File: src/rtl/ball_motion_ctrl.sv
// Frame-rate ball motion controller: serves, moves and reflects the ball once per frame.
// Optional velocity ramp on paddle hits is enabled with `define SPEED_RAMP_EN.
module ball_motion_ctrl #(
    parameter int unsigned H_ACTIVE    = 640,
    parameter int unsigned V_ACTIVE    = 480,
    parameter int unsigned BALL_SIZE   = 8,
    parameter int unsigned PADDLE_Y    = 450,
    parameter int unsigned PADDLE_W    = 64,
    parameter int unsigned BALL_VEL    = 2,
    parameter int unsigned MISS_FRAMES = 60,
    parameter int unsigned MAX_VEL     = 6
) (
    input  logic       clock,
    input  logic       reset,
    input  logic [9:0] pixelX,
    input  logic [9:0] pixelY,
    input  logic [9:0] paddleX,
    input  logic       launch,
    output logic [9:0] ballX,
    output logic [9:0] ballY,
    output logic       ballActive,
    output logic       paddleHit,
    output logic       wallHit,
    output logic       miss,
    output logic [1:0] state
);

    localparam int unsigned CNT_W = $clog2(MISS_FRAMES);

    localparam logic [10:0] X_MAX     = 11'(H_ACTIVE - BALL_SIZE);
    localparam logic [10:0] Y_MAX     = 11'(V_ACTIVE - BALL_SIZE);
    localparam logic [10:0] PAD_LINE  = 11'(PADDLE_Y);
    localparam logic [10:0] BALL_EXT  = 11'(BALL_SIZE);
    localparam logic [10:0] PAD_WIDTH = 11'(PADDLE_W);
    localparam logic [9:0]  X_RESET   = 10'(H_ACTIVE / 2 - BALL_SIZE / 2);
    localparam logic [9:0]  Y_SERVE   = 10'(PADDLE_Y - BALL_SIZE);
    localparam logic [9:0]  X_OFFSET  = 10'(PADDLE_W / 2 - BALL_SIZE / 2);

    typedef enum logic [1:0] {
        SERVE  = 2'd0,
        MOVING = 2'd1,
        MISS   = 2'd2
    } state_e;

    state_e           state_q, state_d;
    logic [9:0]       ballX_q, ballX_d;
    logic [9:0]       ballY_q, ballY_d;
    logic             dirRight_q, dirRight_d;
    logic             dirDown_q, dirDown_d;
    logic [CNT_W-1:0] missCnt_q, missCnt_d;
    logic             frameCond_q, launch_q, pending_q, pending_d;
    logic             paddleHit_q, paddleHit_d;
    logic             wallHit_q, wallHit_d;
    logic             miss_q, miss_d;
    logic [2:0]       vel;

`ifdef SPEED_RAMP_EN
    logic [2:0] vel_q, vel_d;
    logic [1:0] hitCnt_q, hitCnt_d;
    assign vel = vel_q;
`else
    assign vel = 3'(BALL_VEL);
`endif

    logic        frameCond, tick, launchRise, padOverlap;
    logic [10:0] xw, yw, pw, vw;

    // Each pixel coordinate lasts several clocks, so the frame tick is the rising edge of the match.
    assign frameCond  = (pixelY == 10'(V_ACTIVE + 1)) && (pixelX == 10'd0);
    assign tick       = frameCond && !frameCond_q;
    assign launchRise = launch && !launch_q;

    assign xw = {1'b0, ballX_q};
    assign yw = {1'b0, ballY_q};
    assign pw = {1'b0, paddleX};
    assign vw = {8'd0, vel};
    assign padOverlap = (xw + BALL_EXT > pw) && (xw < pw + PAD_WIDTH);

    always_comb begin
        state_d     = state_q;
        ballX_d     = ballX_q;
        ballY_d     = ballY_q;
        dirRight_d  = dirRight_q;
        dirDown_d   = dirDown_q;
        missCnt_d   = missCnt_q;
        pending_d   = pending_q;
        paddleHit_d = 1'b0;
        wallHit_d   = 1'b0;
        miss_d      = 1'b0;
`ifdef SPEED_RAMP_EN
        vel_d       = vel_q;
        hitCnt_d    = hitCnt_q;
`endif

        // A launch edge is only remembered while serving; elsewhere it is dropped.
        if (state_q != SERVE) begin
            pending_d = 1'b0;
        end else begin
            if (tick && pending_q) pending_d = 1'b0;
            if (launchRise)        pending_d = 1'b1;
        end

        if (tick) begin
            case (state_q)
                SERVE: begin
                    ballX_d = paddleX + X_OFFSET;
                    ballY_d = Y_SERVE;
                    if (pending_q) begin
                        state_d    = MOVING;
                        dirRight_d = 1'b1;
                        dirDown_d  = 1'b0;
                    end
                end
                MOVING: begin
                    if (dirRight_q) begin
                        if (xw + vw >= X_MAX) begin
                            ballX_d    = X_MAX[9:0];
                            dirRight_d = 1'b0;
                            wallHit_d  = 1'b1;
                        end else begin
                            ballX_d = ballX_q + 10'(vel);
                        end
                    end else begin
                        if (xw <= vw) begin
                            ballX_d    = 10'd0;
                            dirRight_d = 1'b1;
                            wallHit_d  = 1'b1;
                        end else begin
                            ballX_d = ballX_q - 10'(vel);
                        end
                    end

                    // Paddle check runs before the bottom check so a catch wins over a miss.
                    if (!dirDown_q) begin
                        if (yw <= vw) begin
                            ballY_d   = 10'd0;
                            dirDown_d = 1'b1;
                            wallHit_d = 1'b1;
                        end else begin
                            ballY_d = ballY_q - 10'(vel);
                        end
                    end else if ((yw + BALL_EXT <= PAD_LINE) &&
                                 (yw + BALL_EXT + vw >= PAD_LINE) && padOverlap) begin
                        ballY_d     = Y_SERVE;
                        dirDown_d   = 1'b0;
                        paddleHit_d = 1'b1;
`ifdef SPEED_RAMP_EN
                        hitCnt_d = hitCnt_q + 2'd1;
                        if (hitCnt_q == 2'd3 && vel_q < 3'(MAX_VEL)) vel_d = vel_q + 3'd1;
`endif
                    end else if (yw + vw >= Y_MAX) begin
                        ballY_d   = Y_MAX[9:0];
                        miss_d    = 1'b1;
                        missCnt_d = '0;
                        state_d   = MISS;
                    end else begin
                        ballY_d = ballY_q + 10'(vel);
                    end
                end
                MISS: begin
                    if (missCnt_q == CNT_W'(MISS_FRAMES - 1)) begin
                        missCnt_d = '0;
                        state_d   = SERVE;
`ifdef SPEED_RAMP_EN
                        vel_d    = 3'(BALL_VEL);
                        hitCnt_d = 2'd0;
`endif
                    end else begin
                        missCnt_d = missCnt_q + CNT_W'(1);
                    end
                end
                default: state_d = SERVE;
            endcase
        end
    end

    always_ff @(posedge clock or negedge reset) begin
        if (!reset) begin
            state_q     <= SERVE;
            ballX_q     <= X_RESET;
            ballY_q     <= Y_SERVE;
            dirRight_q  <= 1'b1;
            dirDown_q   <= 1'b0;
            missCnt_q   <= '0;
            frameCond_q <= 1'b0;
            launch_q    <= 1'b0;
            pending_q   <= 1'b0;
            paddleHit_q <= 1'b0;
            wallHit_q   <= 1'b0;
            miss_q      <= 1'b0;
`ifdef SPEED_RAMP_EN
            vel_q       <= 3'(BALL_VEL);
            hitCnt_q    <= 2'd0;
`endif
        end else begin
            state_q     <= state_d;
            ballX_q     <= ballX_d;
            ballY_q     <= ballY_d;
            dirRight_q  <= dirRight_d;
            dirDown_q   <= dirDown_d;
            missCnt_q   <= missCnt_d;
            frameCond_q <= frameCond;
            launch_q    <= launch;
            pending_q   <= pending_d;
            paddleHit_q <= paddleHit_d;
            wallHit_q   <= wallHit_d;
            miss_q      <= miss_d;
`ifdef SPEED_RAMP_EN
            vel_q       <= vel_d;
            hitCnt_q    <= hitCnt_d;
`endif
        end
    end

    assign ballX      = ballX_q;
    assign ballY      = ballY_q;
    assign state      = state_q;
    assign ballActive = (state_q == MOVING);
    assign paddleHit  = paddleHit_q;
    assign wallHit    = wallHit_q;
    assign miss       = miss_q;

endmodule

File: config.mk
export PLATFORM = sky130hd
export DESIGN_NAME = ball_motion_ctrl
export DESIGN_NICKNAME = d
export VERILOG_FILES = /design/src/rtl/ball_motion_ctrl.sv
export SDC_FILE = /design/constraint.sdc
export NUM_CORES = 1
export LEC_CHECK = 0
export CORE_UTILIZATION = 46
export CTS_CLUSTER_SIZE = 16
export DETAILED_ROUTE_END_ITERATION = 12
export GPL_TIMING_DRIVEN = 0
export PLACE_DENSITY = 0.7
export REMOVE_ABC_BUFFERS = 1
export SETUP_SLACK_MARGIN = 0.2
export SYNTH_ARGS = -nofsm -noshare
export SYNTH_HDL_FRONTEND = slang
export SYNTH_SLANG_ARGS = --single-unit
File: constraint.sdc
create_clock -name clock -period 6.4 [get_ports clock]
set_input_delay 1.28 -clock clock [delete_from_list [all_inputs] [get_ports clock]]
set_output_delay 1.28 -clock clock [all_outputs]
set_load 0.02 [all_outputs]
* After elaboration in Yosys (flattened, before gate mapping)
Cells that the tools add are included.
** Cells by class
- Add/sub/neg operators :: 12
- $lt $le $gt $ge :: 8
- Equal/unequal tests :: 9
- Mux-type cells :: 48
- Reductions and logical operators :: 19
** Operator list (number)
- $mux W10 :: 7
- $pmux W10 S2 :: 2
- $mux W1 :: 26
- $mux W6 :: 4
- $add A10 B2 Y11 const B :: 2
- $add A10 B4 Y11 const B :: 2
- $ge A11 B9 Y1 const B :: 2
- $add A10 B2 Y10 const B :: 2
- $le A10 B2 Y1 const B :: 2
- $sub A10 B2 Y10 const B :: 2
- $pmux W6 S2 :: 1
- $add A10 B7 Y11 const B :: 1
- $add A11 B2 Y11 const B :: 1
- $ge A11 B10 Y1 const B :: 1
- $gt A11 B10 Y1 :: 1
- $le A11 B9 Y1 const B :: 1
- $lt A10 B11 Y1 :: 1
- $add A10 B5 Y10 const B :: 1
- $eq A10 B9 Y1 const B :: 1
- $logic_not A10 Y1 :: 1
- $mux W2 :: 5
- $logic_and A1 B1 Y1 :: 7
- $add A6 B1 Y6 const B :: 1
- $eq A6 B6 Y1 const B :: 1
- 14 further kinds :: 21
** Storage, ports and cells
- Flip-flop bits (word level) :: 36
- Input port bits :: 33
- Output and inout port bits :: 26
- Word-level logic and storage cells :: 108

* Longest topological paths before layout
Gate-level depths: netlist of the first run.
- Word-level depth :: 9
- Mapped depth :: 12
- Depth with buffers taken out :: 12

* Least setup slack after synthesis of the first run
No wires, ideal clock.
- Path kind :: in2reg
- Start point :: input port paddleX[2]
- End point :: register state_q[0], in the netlist state[0]
- Library setup time :: 126 ps
- Arrival time :: 2992 ps
- Data required time :: 6274 ps
- Path slack :: 3282 ps
- Stages on the path :: 9
- Buffers on the path :: 0
- Cells stage by stage :: inv_1 -> ha_1 -> a21oi_1 -> a211oi_1 -> or3_1 -> a32oi_1 -> nor4_4 -> nand2b_1 -> a221o_1
** Between the ends
- Longest elaborated chain between the ends :: 6
- Elaborated cells between the ends (all ways) :: 7
- Those cells by class :: 1 x add/sub; 2 x order compare; 1 x eq/ne; 3 x reduce/logical
** Ends and longest elaborated chain
- start: declaration :: line 17 : input logic [9:0] paddleX,
- $add A10 B7 Y11 :: line 77 : assign padOverlap = (xw + BALL_EXT > pw) && (xw < pw + PAD_WIDTH);
- $lt A10 B11 Y1 :: line 77
- $logic_and A1 B1 Y1 * :: line 77
- $logic_and A1 B1 Y1 * :: line 143 : (yw + BALL_EXT + vw >= PAD_LINE) && padOverlap) begin
- $ne A2 B2 Y1 (no line) *
- $reduce_and A6 Y1 (no line) *
- end signal: assignment :: line 196 : state_q <= state_d;
- end: declaration :: line 45 : state_e state_q, state_d;
Every way passes the cells marked *; elsewhere a longest branch is shown, timed or not.
A chain may end at the register's enable or synchronous reset.

* Final worst setup path of the first run
- Start point :: input port paddleX[6]
- End point :: register missCnt_q[1]
** Between the ends
- Longest elaborated chain between the ends :: 6
- Elaborated cells between the ends (all ways) :: 7
- Those cells by class :: 1 x add/sub; 2 x order compare; 1 x eq/ne; 3 x reduce/logical
** Ends and longest elaborated chain
- $add A10 B7 Y11 :: line 77
- $lt A10 B11 Y1 :: line 77
- $logic_and A1 B1 Y1 * :: line 77
- $logic_and A1 B1 Y1 * :: line 143
- $ne A2 B2 Y1 (no line) *
- $reduce_and A5 Y1 (no line) *
- end signal: assignment :: line 201 : missCnt_q <= missCnt_d;
- end: declaration :: line 50 : logic [CNT_W-1:0] missCnt_q, missCnt_d;
Marked as above.

==> results of run 1 <==
[cell type report]
| cell class | instances | share of cell area, % |
|---|---|---|
| Timing Repair Buffer | 57 | 12.69 |
| Tap cell | 102 | 2.864 |
| Clock buffer | 6 | 1.853 |
| Clock inverter | 2 | 0.7863 |
| Sequential cell | 35 | 19.99 |
| Inverter | 32 | 2.696 |
| Multi-Input combinational cell | 388 | 59.11 |
[through the flow]
step,utilization [%],hold WS [ns],std cells
4_1_cts,56.49,0.5215,622
2_1_floorplan,-,0.4785,455
6_report,56.49,0.5166,622
5_1_grt,56.49,0.5478,622
3_3_place_gp,55.06,0.5017,614
3_5_place_dp,55.00,0.5111,614
[cells by family after synthesis]
group,after synthesis,synth area share (%)
and+or+nand+nor,189,27.10
AOI/OAI and AO/OA,140,25.07
buffers and inverters,67,7.911
DFF,35,23.28
xor gates and xnor gates,22,5.034
adders and majority gates,32,10.46
other,1,0.09798
muxes,4,1.046
[registers in the layout, summed over array words and instances, names as in the netlist, 2 cells and up]
name,flops
ballY,9
ballX,10
state,2
missCnt_q,6
[how the worst max path moves through the flow]
stage	from	to	slack (ns)
after floorplan	paddleX[2]	state[0]	3.28
after CTS	paddleX[6]	missCnt_q[1]	2.55
after detailed placement	paddleX[6]	missCnt_q[3]	2.27
final	paddleX[6]	missCnt_q[1]	2.59
after global routing	pixelY[9]	ballY[6]	2.33
after global placement	paddleX[6]	missCnt_q[1]	2.33
[layer usage]
| layer | vias to the layer above | GRT usage, % | wire [µm] | part of all wire (%) |
|---|---|---|---|---|
| li1 | 1861 | - | - | - |
| met5 | - | 0 | 0 | 0 |
| met4 | 0 | 6.154 | 131 | 1.3 |
| met1 | 1817 | 32.42 | 4594 | 46 |
| met3 | 13 | 2.927 | 375 | 3.7 |
| met2 | 78 | 39.40 | 4984 | 49 |
[cell usage after synthesis (all sizes together), types with 15 or more instances]
master / n
nand3: 28
a21oi: 31
clkbuf: 18
dfrtp: 23
ha: 32
buf: 17
nor2: 35
inv: 32
nand2: 38
nor3: 21
o21ai: 38
xnor2: 15
[power by group through the flow]
stage	Combinational, W	Clock (W)	Sequential, W
5_1_grt	0.0000512	0.000230	0.000222
6_report	0.0000458	0.000213	0.000222
3_5_place_dp	0.0000465	0	0.000226
2_1_floorplan	0.0000169	0	0.000226
4_1_cts	0.0000467	0.000217	0.000222
3_3_place_gp	0.0000457	0	0.000226
[critical path: cells and delay by family]
| family | cells | cell delay [ns] |
|---|---|---|
| AND/OR/NAND/NOR | 3 | 0.63 |
| AO/OA/AOI/OAI | 4 | 0.80 |
| buffers and inverters | 1 | 0.54 |
| adder cells (fa/ha/maj) | 2 | 0.58 |
| XOR/XNOR | 1 | 0.18 |
==> metrics.txt, run 1 <==
drt drc 0; Longest Clk Path Bufs 2; fin. max-slew vios 0; detailed placer's ending HPWL ~7.4 mm; Yosys Warn Count 0; detailed router's first-iteration violation count roughly 210; Net Switching between 0.0001 and 0.00015 W; CP Capture Type register; synthesized cell area between 3000 and 4000 µm²; Register-to-Register Path Depth 11; total die area slightly below 9000 µm²; Clk pwr share around 44%; GRT Total Usage a little under a quarter; crit path max fanout 7; register area between 800 and 900 µm²; Seq/Total Area, Yosys between 20% and 30%; slowest CP cell clkdlybuf4s50_1; Worst-Skew Late Latency between 0.2 and 0.3 ns; fillers 736; asr flop ratio synth between 90% and 100%; HP Class reg2reg; Clock Skew 0.002743 ns; instance area after placement about 4300 µm²; relative slew slack between 40% and 50%; crit-path cells clkdlybuf4s50_1 -> ha_1 -> xnor2_1 -> ha_1 -> nand3_1 -> nand2_1 -> a21oi_1 -> o2111ai_1 -> nor4_4 -> o21ai_1 -> o21ai_0; depth of the worst hold-timing path 1; flops & latches, synth 35; pwr/cell area approximately 110 nW/µm²; initial antenna violation count 0; WL/cell about 16 µm; Setup CP Type in2reg; Tmin final ~3.8 ns; Power Internal about 0.00037 W; Sequential Power Share a little under half; die width roughly 93 µm; Worst Tran Pin Value between 0.7 and 0.8 ns; chip height between 90 and 100 µm; Switching Fraction approximately 22%; final hold vios 0; Power, Total 0.0004810 W; CP max stage delay between 0.5 and 0.6 ns; Crit path required time ~6.6 ns; worst slack, placed 2.267 ns; post-route ant nets 0; synth top area cells dfrtp_1 15%, ha_1 10%, dfstp_2 8.2%; Hold Crit Start missCnt_q[0]; MaxCap Viol Count 0; final layout net count roughly 600; Synth Flop Type dfrtp_1; most frequent cells in the layout 56 x clkdlybuf4s50_1, 38 x nand2_1, 34 x o21ai_0; largest net degree at the start of global routing 36; kind of start point of the critical path input pin; Syn Area/Cell approximately 7.8 µm²; # H-tree levels 2; total wire length 10.09 mm; CTS tree done; Core ar. between 7000 and 8000 µm²; Worst EP arrival 4.02 ns; LEAKAGE 1.717 nW; Post-CTS Resized 0; FMAX roughly 0.26 GHz; hold endpoint missCnt_q[0]; status finished clean; clk slew on worst S/H paths 0.07 ns; initial core utilization 48.52%; first-pass detailed-route iteration total 4; area leader, netlist dfrtp_1; worst reg2reg startpoint ballX[3]; io pins a little under 60; Setup violations, final 0; commonest non-fill, non-tap cell in the layout clkdlybuf4s50_1; worst vdd ir between 0.07 and 0.08 mV; Synth top area share roughly 15%; GR Overflow Total 0; setup bufs post-CTS 0; first-pass GRT wire length approximately 17 mm; Mapped Cells between 400 and 500; Via density approximately 6; share of layout cells above drive strength 1 7.692%; antenna cell count 0; CTS Buf Count 5; final worst slack ~2.6 ns; Comb power frac a little under a tenth; distinct cell type count after synthesis 75; CP most frequent cell ha_1; Post-synth EDFFs 0; number of global-route vias before repair approximately 3,400; root buf cell clkbuf_8; worst reg2reg setup slack between 3 and 4 ns; vias between 3,000 and 4,000; final instance area between 4000 and 5000 µm²; GPL Wtd Cong around 0.9; R2R Path End state[0]; Area Overhead vs Synth 16.41%; hold_buf cts 0; FP Rows 32; setup TNS 0 ns; RSZ-0062 raised after global routing no; Multi-input gate area about 2600 µm²; Final period util 59.58%; # port buffers 57; clk sink count 35
Note: power is estimated with default switching activity, not from simulation.
==> inputs of run 2 (changes only) <==
clock period = 3.8 ns   (was 6.4 ns; I/O delays follow)
==> results of run 2 <==
The final DEF is identical to that of run 1. Status: finished clean.
Main changes from that run: setup slack after placement 2.267 ns -> 0.1869 ns; setup slack after layout 2.587 ns -> 0.4841 ns; start point of the critical path paddleX[6] -> ballX[3]; end point of the critical path missCnt_q[1] -> state[0]; register-to-register setup slack 3.08 ns -> 0.48 ns; total power 0.0004810 W -> 0.0008101 W; worst IR drop on VDD 0.07157 mV -> 0.1205 mV
==> inputs of run 3 (changes only) <==
TNS_END_PERCENT = 20   (was not set)
==> results of run 3 <==
The final DEF is identical to that of run 1. Status: finished clean.
Main changes from that run: setup slack after placement 2.267 ns -> 0.1869 ns; setup slack after layout 2.587 ns -> 0.4841 ns; start point of the critical path paddleX[6] -> ballX[3]; end point of the critical path missCnt_q[1] -> state[0]; register-to-register setup slack 3.08 ns -> 0.48 ns; total power 0.0004810 W -> 0.0008101 W; worst IR drop on VDD 0.07157 mV -> 0.1205 mV
